$ cat src/rtl/lenet_pkg.sv
// Shared definitions for the LeNet accelerator and its UART bridge.
package lenet_pkg;

    localparam int DATA_SIZE    = 8;
    localparam int MAP_WIDTH    = 288;
    localparam int WEIGHT_WIDTH = 208;
    localparam int MAP_ROWS     = 144;
    localparam int WEIGHT_ROWS  = 1040;

    // Status bytes reported back to the host over UART
    localparam logic [7:0] ST_INIT_DONE  = 8'hFA;
    localparam logic [7:0] ST_MAP_LOADED = 8'hFB;

    // TX handshake FSM encoding, kept as plain constants for legacy users
    typedef logic [1:0] txState_t;
    localparam txState_t TX_IDLE  = 2'd0;
    localparam txState_t TX_START = 2'd1;
    localparam txState_t TX_WAIT  = 2'd2;

endpackage

$ cat src/rtl/sync_fifo.sv
// Single-clock FIFO with full/empty flags; DEPTH must be a power of two >= 2.
// dout shows the head entry whenever the FIFO is not empty (show-ahead).
module sync_fifo #(
    parameter int WIDTH = 8,
    parameter int DEPTH = 4
) (
    input  logic             clk,
    input  logic             rst_n,
    input  logic             push,
    input  logic [WIDTH-1:0] din,
    input  logic             pop,
    output logic [WIDTH-1:0] dout,
    output logic             full,
    output logic             empty
);

    localparam int AW = $clog2(DEPTH);

    logic [WIDTH-1:0] mem [DEPTH];
    logic [AW:0]      wrPtr;
    logic [AW:0]      rdPtr;

    // Extra pointer bit distinguishes full from empty when the indices match
    always_comb begin
        empty = (wrPtr == rdPtr);
        full  = (wrPtr[AW] != rdPtr[AW]) && (wrPtr[AW-1:0] == rdPtr[AW-1:0]);
        dout  = mem[rdPtr[AW-1:0]];
    end

    // Storage write; a push into a full FIFO is ignored
    always_ff @(posedge clk) begin
        if (push && !full) begin
            mem[wrPtr[AW-1:0]] <= din;
        end
    end

    // Pointer update with synchronous reset
    always_ff @(posedge clk) begin
        if (!rst_n) begin
            wrPtr <= '0;
            rdPtr <= '0;
        end else begin
            if (push && !full) begin
                wrPtr <= wrPtr + 1'b1;
            end
            if (pop && !empty) begin
                rdPtr <= rdPtr + 1'b1;
            end
        end
    end

endmodule

$ cat src/rtl/uart_map_bridge.sv
// UART <-> LeNet controller bridge: packs RX bytes into feature-map rows with
// an idle timeout, and queues controller bytes to the UART TX core.
module uart_map_bridge #(
    parameter int DATA_SIZE = 8,
    parameter int MAP_BYTES = 36,
    parameter int MAP_ROWS  = 144,
    parameter int TIMEOUT   = 100000,
    parameter int TXQ_DEPTH = 4
) (
    input  logic                           clk,
    input  logic                           rst_n,
    input  logic                           rx_vld,
    input  logic [DATA_SIZE-1:0]           rx_byte,
    output logic                           map_ena,
    output logic [DATA_SIZE*MAP_BYTES-1:0] map_data,
    output logic                           frame_done,
    output logic [7:0]                     row_cnt,
    output logic                           rx_timeout,
    input  logic                           ctrl_ena,
    input  logic [DATA_SIZE-1:0]           ctrl_data,
    output logic                           tx_start,
    output logic [DATA_SIZE-1:0]           tx_byte,
    input  logic                           tx_busy,
    output logic                           tx_overflow
);

    import lenet_pkg::*;

    localparam int ROW_W  = DATA_SIZE * MAP_BYTES;
    localparam int BCNT_W = $clog2(MAP_BYTES);
    localparam int IDLE_W = $clog2(TIMEOUT);

    // Only the first 35 bytes are held; the last byte goes straight to map_data
    logic [ROW_W-DATA_SIZE-1:0] shiftReg;
    logic [BCNT_W-1:0]          byteCnt;
    logic [BCNT_W-1:0]          effCnt;
    logic [IDLE_W-1:0]          idleCnt;
    logic                       expire;
    logic                       rowDone;
    logic                       lastRow;

    // A byte arriving in the expiry cycle starts a fresh row, so the row
    // position is taken as zero whenever the timeout fires
    always_comb begin
        expire  = (byteCnt != '0) && (idleCnt == IDLE_W'(TIMEOUT - 1));
        effCnt  = expire ? '0 : byteCnt;
        rowDone = rx_vld && (effCnt == BCNT_W'(MAP_BYTES - 1));
        lastRow = (row_cnt == 8'(MAP_ROWS - 1));
    end

    // RX packing, row/frame counting and idle timeout
    always_ff @(posedge clk) begin
        if (!rst_n) begin
            shiftReg   <= '0;
            byteCnt    <= '0;
            idleCnt    <= '0;
            map_ena    <= 1'b0;
            map_data   <= '0;
            frame_done <= 1'b0;
            row_cnt    <= '0;
            rx_timeout <= 1'b0;
        end else begin
            map_ena    <= rowDone;
            frame_done <= rowDone && lastRow;
            rx_timeout <= expire;

            if (rx_vld) begin
                shiftReg <= {shiftReg[ROW_W-2*DATA_SIZE-1:0], rx_byte};
                idleCnt  <= '0;
            end else if (expire || byteCnt == '0) begin
                idleCnt <= '0;
            end else begin
                idleCnt <= idleCnt + 1'b1;
            end

            if (rowDone) begin
                byteCnt  <= '0;
                map_data <= {shiftReg, rx_byte};
                row_cnt  <= lastRow ? '0 : row_cnt + 1'b1;
            end else if (rx_vld) begin
                byteCnt <= effCnt + 1'b1;
            end else if (expire) begin
                byteCnt <= '0;
            end
        end
    end

    txState_t             txState;
    logic                 fifoPop;
    logic                 fifoFull;
    logic                 fifoEmpty;
    logic [DATA_SIZE-1:0] fifoDout;

    sync_fifo #(
        .WIDTH(DATA_SIZE),
        .DEPTH(TXQ_DEPTH)
    ) txQueue (
        .clk  (clk),
        .rst_n(rst_n),
        .push (ctrl_ena),
        .din  (ctrl_data),
        .pop  (fifoPop),
        .dout (fifoDout),
        .full (fifoFull),
        .empty(fifoEmpty)
    );

    // Pop only from idle with the TX core free, so tx_start never meets busy
    always_comb begin
        fifoPop = (txState == TX_IDLE) && !fifoEmpty && !tx_busy;
    end

    // TX start/busy handshake and sticky overflow flag
    always_ff @(posedge clk) begin
        if (!rst_n) begin
            txState     <= TX_IDLE;
            tx_start    <= 1'b0;
            tx_byte     <= '0;
            tx_overflow <= 1'b0;
        end else begin
            tx_start <= 1'b0;
            if (ctrl_ena && fifoFull) begin
                tx_overflow <= 1'b1;
            end
            case (txState)
                TX_IDLE: begin
                    if (fifoPop) begin
                        tx_byte  <= fifoDout;
                        tx_start <= 1'b1;
                        txState  <= TX_START;
                    end
                end
                TX_START: txState <= TX_WAIT;
                TX_WAIT: begin
                    if (!tx_busy) begin
                        txState <= TX_IDLE;
                    end
                end
                default: txState <= TX_IDLE;
            endcase
        end
    end

endmodule

$ cat config.mk
export PLATFORM = sky130hd
export DESIGN_NAME = uart_map_bridge
export DESIGN_NICKNAME = d
export VERILOG_FILES = /design/src/rtl/lenet_pkg.sv /design/src/rtl/sync_fifo.sv /design/src/rtl/uart_map_bridge.sv
export SDC_FILE = /design/constraint.sdc
export NUM_CORES = 1
export LEC_CHECK = 0
export BUFFER_PORTS_ARGS = -buffer_cell sky130_fd_sc_hd__buf_2
export CAP_MARGIN = 40
export CORE_MARGIN = 1
export CORE_UTILIZATION = 30
export CTS_BUF_LIST = sky130_fd_sc_hd__clkbuf_8
export DETAILED_ROUTE_END_ITERATION = 6
export PLACE_DENSITY = 0.44
export SETUP_SLACK_MARGIN = 0.4
export SLEW_MARGIN = 30
export SYNTH_ARGS = -nofsm -noshare
export SYNTH_HDL_FRONTEND = slang
export SYNTH_SLANG_ARGS = --single-unit
$ cat constraint.sdc
create_clock -name clk -period 7.6 [get_ports clk]
set_input_delay 0 -clock clk [delete_from_list [all_inputs] [get_ports clk]]
set_output_delay 0 -clock clk [all_outputs]
set_load 0.02 [all_outputs]
==> reports/qor.csv, run 1 <==
metric;value;unit
status;completed;
maxSlewViolCount;0;
root_buffer;clkbuf_8;
synthToLayoutAreaGrowth;22.40;%
core;0.07457;mm2
layout-drive-gt1-share;0.2323;
fin_crit;4215;ps
numCtsBuffers;115;
path_cells;or4b_1, or4_1, and2_1, ha_1, nand4_1, o21a_4, buf_12, a22o_1;
fmax;237.2;MHz
synth_seq_cells;652;
ys_async_sr_fraction;0;
slowest_delay;660;ps
syn_avg_cell_area;12.33;um2
crit_path_end_kind;flip-flop;
maxSlewHeadroom;0.3002;
gr-total-overflow;0;
synth_seq_area_share;0.5899;
antenna_found_initial;2;
synth_edf_count;32;
crit_type;reg -> reg;
syn_nets;1867;
layout_common_cells;620 x dfxtp_1, 327 x buf_2, 292 x nor2b_1, 292 x mux2i_1, 289 x a22o_1;
max_slew.worst_pin.slew;1050;ps
postCtsSetupBuffers;0;
final_nets;2227;
post-synth-top-area-cell;dfxtp_1;
power;6990;uW
final.period_utilization;0.5547;
globalplace.congestion;0.7347;
io_pins;330;
grt_pass1_vias;14830;
grtUsageTotal;0.1454;
cts_tree;done;
postRouteAntennaNets;0;
yosys_warnings;0;
grt_max_degree;161;
p_leak;0.01195;uW
n_fill_cell;7385;
synth_cells;1838;
drv_cap;0;
rows;100;
vias_per_cell;4.527;
hold_viol_final;0;
final_common_cell;dfxtp_1;
cpMaxStageDelayCell;or4_1;
wl_per_cell;17.51;um
skew;29.61;ps
hold_path_class;in -> reg;
io_buffers;329;
power_density;251.9;mW/mm2
dr.pass1.iters;6;
rsz0062_at_grt;no;
clock_latency;710;ps
seqCellArea;0.01337;mm2
synth_area_leaders;dfxtp_1 55%, mux2i_1 13%, a22o_1 11%;
die_x;276.9;um
peakVddDrop;0.1437;mV
routed_wl;56970;um
cp_max_fo;160;
die_y;276.9;um
cts_buffer_depth;3;
clkSinkCount;652;
setup_tns;0;ps
synth_top_area_share;0.5475;
remaining_drc_errors;0;
synth_area;0.02267;mm2
drt-initial-drc-count;701;
cp.required;8220;ps
grt_pass1_wl;89220;um
vias;14730;
start_util;0.3040;
setup_viol;0;
arrival;4830;ps
clk_pin_slew;50;ps
die_area;0.07667;mm2
synthFlopType;dfxtp_1;
dp_hpwl;35190;um
yosysUniqueCellTypes;45;
start_kind;flip-flop;
multi_input_area;0.008553;mm2
htree_levels;3;
[state kept, by name, summed over array words and instances, names as in the netlist, 2 cells and up]
signal,count
txQueue.mem,32
byteCnt,6
map_data,288
txQueue.wrPtr,3
tx_byte,8
shiftReg,280
idleCnt,17
txQueue.rdPtr,3
txState,2
row_cnt,8
[metal layers]
metal	track usage	up-vias	share of wire	routed length, um
met5	0	-	0	0
met4	0.05085	0	0.019	1103
met3	0.04429	78	0.062	3535
met2	0.2257	327	0.45	25710
met1	0.1905	7003	0.47	26620
li1	-	7318	-	-
[cells by family after synthesis]
kind of cell / after synthesis / share of synthesized area
flops: 652 / 0.5899
simple gates: 391 / 0.1062
compound gates: 318 / 0.1204
mux: 300 / 0.1369
buf+inv: 146 / 0.03334
xor+xnor: 23 / 0.008886
fa+ha+maj: 8 / 0.004416
[Yosys cell counts (7+ instances only)]
master,instances
dfxtp_1,620
mux2i_1,292
nor2b_1,292
a22o_1,289
clkbuf_1,67
edfxtp_1,32
buf_1,26
buf_6,23
buf_2,22
nor2_1,18
xor2_1,17
and2_1,12
nand3_1,11
nand2_1,9
nand4_1,9
ha_1,8
mux4_2,8
nor3_1,7
[per-stage QoR]
stage / cell area, um2 / std cells / utilization / setup slack, ps / hold WS (ps)
after CTS: 27620 / 3245 / 0.3704 / 3400 / 1.246
final: 27750 / 3253 / 0.3721 / 3385 / 85.96
after global placement: 24930 / 3009 / 0.3344 / 3181 / 215.6
after detailed placement: 25030 / 3013 / 0.3357 / 3440 / 219.2
after floorplan: 22670 / 1838 / - / 4773 / 98.87
after global routing: 27750 / 3253 / 0.3721 / 3204 / 27.78
[worst max-delay path: cells and delay by family, from the launching register on]
family,cells,cell delay (ps)
AND/OR/NAND/NOR,4,1890
AO/OA/AOI/OAI,2,800
adder cells (fa/ha/maj),1,210
buffers and inverters,1,510
flip-flops,1,360
[path summary, 6_finish.rpt]
path,startpoint,endpoint,slack (ps),cells past startpoint
max,idleCnt[5],map_data[34],3380,8
min,ctrl_data[1],txQueue.mem[2][1],90,2
max reg2reg,idleCnt[5],map_data[34],3380,8
min reg2reg,map_data[284],map_data[284],470,1
[cell type report]
class / count / area share
Clock buffer: 132 / 0.06548
Inverter: 6 / 0.0008117
Sequential cell: 652 / 0.4820
Tap cell: 969 / 0.04370
Clock inverter: 69 / 0.01673
Antenna cell: 2 / 0.0001804
Timing Repair Buffer: 383 / 0.08288
Multi-Input combinational cell: 1040 / 0.3083
[power breakdown]
| part | leakage [uW] | internal (uW) | switching, uW |
|---|---|---|---|
| registers | 0.00529 | 3480 | 21.2 |
| clock network | 0.00133 | 1750 | 1440 |
| logic | 0.00533 | 134 | 163 |
[what timing repair did]
item / CTS / global route
endpoints found under the hold margin: 211 / 0
resized for setup: 0 / 0
hold buffers: 31 / 0
(Power assumes the default switching activity.)
==> run 2: changes to the inputs <==
==> constraint.sdc (replaced) <==
create_clock -name clk -period 4.3 [get_ports clk]
set_input_delay 0 -clock clk [delete_from_list [all_inputs] [get_ports clk]]
set_output_delay 0 -clock clk [all_outputs]
set_load 0.02 [all_outputs]
==> run 2 against run 1 <==
  * Global-route usage about the same
  * Die area unchanged
  * Highest routed layer unchanged
  * Clock power grew 71%
  * First-iteration DRC count down 11%
  * Routed wire length is 0.15% higher
  * Maximum frequency increased by 24%
  * Sequential cell count unchanged
  * Non-clock buffer count shrank 3
  * Count of clock-buffer cells in the layout increased by 2
==> reports/qor.csv, run 2 (same netlist as run 1, synthesis figures left out) <==
metric;value;unit
rows;100;
power_density;440.4;mW/mm2
clk_pin_slew;60;ps
synthToLayoutAreaGrowth;21.92;%
die_area;0.07667;mm2
crit_path_end_kind;flip-flop;
final_nets;2222;
globalplace.congestion;0.7405;
reg2reg_depth;8;
cts_buffer_depth;3;
layout-drive-gt1-share;0.2305;
hold_viol_final;0;
setup_tns;0;ps
grt_max_degree;186;
crit_family;simple AND/OR/NAND/NOR gates;
maxSlewHeadroom;0.3708;
numCtsBuffers;112;
die_x;276.9;um
seqCellArea;0.01337;mm2
fmax;295.1;MHz
clock_latency;690;ps
grt_pass1_vias;14840;
top_register;map_data;
worst-path-buf-inv;1;
wl_per_cell;17.59;um
htree_levels;3;
cp.depth;8;
layout_common_cells;620 x dfxtp_1, 327 x buf_2, 292 x nor2b_1, 292 x mux2i_1, 289 x a22o_1;
dp_hpwl;35160;um
setup_viol;0;
rsz0062_at_grt;no;
peakVddDrop;0.2962;mV
vias_per_cell;4.541;
largest_reg_flops;288;
clkSinkCount;652;
endpoint;map_data[274];
grtUsageTotal;0.1453;
reg2reg_slack;910;ps
drv_cap;0;
vias;14730;
io_pins;330;
final.period_utilization;0.7882;
p_leak;0.01189;uW
max_slew.worst_pin.slew;943.9;ps
dr.pass1.iters;4;
die_y;276.9;um
crit_type;reg -> reg;
postRouteAntennaNets;0;
n_fill_cell;7388;
final_core_util;0.3706;
cpMaxStageDelayCell;or4_1;
cp.required;4920;ps
grt_pass1_wl;88920;um
core;0.07457;mm2
cp_max_fo;25;
hold_path_class;in -> reg;
maxSlewViolCount;0;
root_buffer;clkbuf_8;
multi_input_area;0.008562;mm2
gr-total-overflow;0;
arrival;4010;ps
slowest_delay;660;ps
reg2reg_to;map_data[274];
final_common_cell;dfxtp_1;
start_util;0.3040;
routed_wl;57060;um
skew;24.20;ps
drt-initial-drc-count;622;
status;completed;
antenna_found_initial;1;
io_buffers;329;
remaining_drc_errors;0;
path_cells;or4b_1, or4_1, and2_1, ha_1, nand4_1, o21a_4, buf_4, a22o_1;
start_kind;flip-flop;
cp-startpoint;idleCnt[5];
reg2reg_from;idleCnt[5];
fin_crit;3389;ps
cts_tree;done;
run 2: changes by cell type in the layout (fill, tap and decap cells not counted), sizes merged:
| cell | delta |
|---|---|
| bufinv | -2 |
| dlygate4sd3 | -8 |
| buf | +5 |
| clkinv | -11 |
| o21a | +1 |
| clkinvlp | +2 |
| inv | +2 |
| clkbuf | +2 |
run 2: worst min path at each step:
stage / end / from / depth (start not counted) / slack (ps)
4_1_cts: txQueue.mem[2][6] / ctrl_data[6] / 2 / 3
3_3_place_gp: txQueue.mem[3][1] / ctrl_data[1] / 1 / 220
5_1_grt: txQueue.mem[0][0] / ctrl_data[0] / 2 / 40
3_5_place_dp: txQueue.mem[3][4] / ctrl_data[4] / 1 / 230
6_report: txQueue.mem[0][6] / ctrl_data[6] / 2 / 70
2_1_floorplan: txQueue.mem[0][0] / ctrl_data[0] / 0 / 100
run 2: timing repair:
item,4_1_cts,5_1_grt
hold buffers,23,0
buffers inserted,0,3
setup endpoints to repair,0,25
gates resized for setup,0,0
endpoints found under the hold margin,158,0
run 2: worst reg2reg max path: stages, from the launching register on:
cell	delay, ps
dfxtp_1	370
or4b_1	600
or4_1	660
and2_1	220
ha_1	220
nand4_1	210
o21a_4	470
buf_4	380
a22o_1	200
run 2: power by group:
part / internal, uW / total (uW) / leakage [uW] / switching (uW)
sequential: 6140 / 6190 / 0.00529 / 48.5
combinational: 236 / 514 / 0.00533 / 278
clock: 2980 / 5470 / 0.00127 / 2490
run 2: layout make-up:
| class | instances | share of cell area |
|---|---|---|
| Clock buffer | 134 | 0.06673 |
| Inverter | 6 | 0.0008149 |
| Clock inverter | 60 | 0.01254 |
| Antenna cell | 2 | 0.0001811 |
| Multi-Input combinational cell | 1041 | 0.3098 |
| Tap cell | 969 | 0.04387 |
| Sequential cell | 652 | 0.4839 |
| Timing Repair Buffer | 380 | 0.08221 |
run 2: per-layer routing:
layer	up-vias	GRT usage	share of wire
li1	7314	-	-
met2	336	0.2257	0.45
met3	77	0.04547	0.067
met4	0	0.05214	0.022
met1	7003	0.1889	0.46
met5	-	0	0
run 2: through the flow:
step | cells | setup slack [ps] | hold slack (ps) | area (um2) | power [uW]
finish | 3244 | 910.9 | 73.25 | 27640 | 12170
detailed placement | 3019 | 543.7 | 225.5 | 25150 | 6820
floorplan | 1838 | 1473 | 98.87 | 22670 | 6691
CTS | 3236 | 541.8 | 2.551 | 27570 | 12410
global placement | 3017 | 635.7 | 215.2 | 25090 | 6811
global route | 3244 | 752.6 | 43.09 | 27640 | 12740
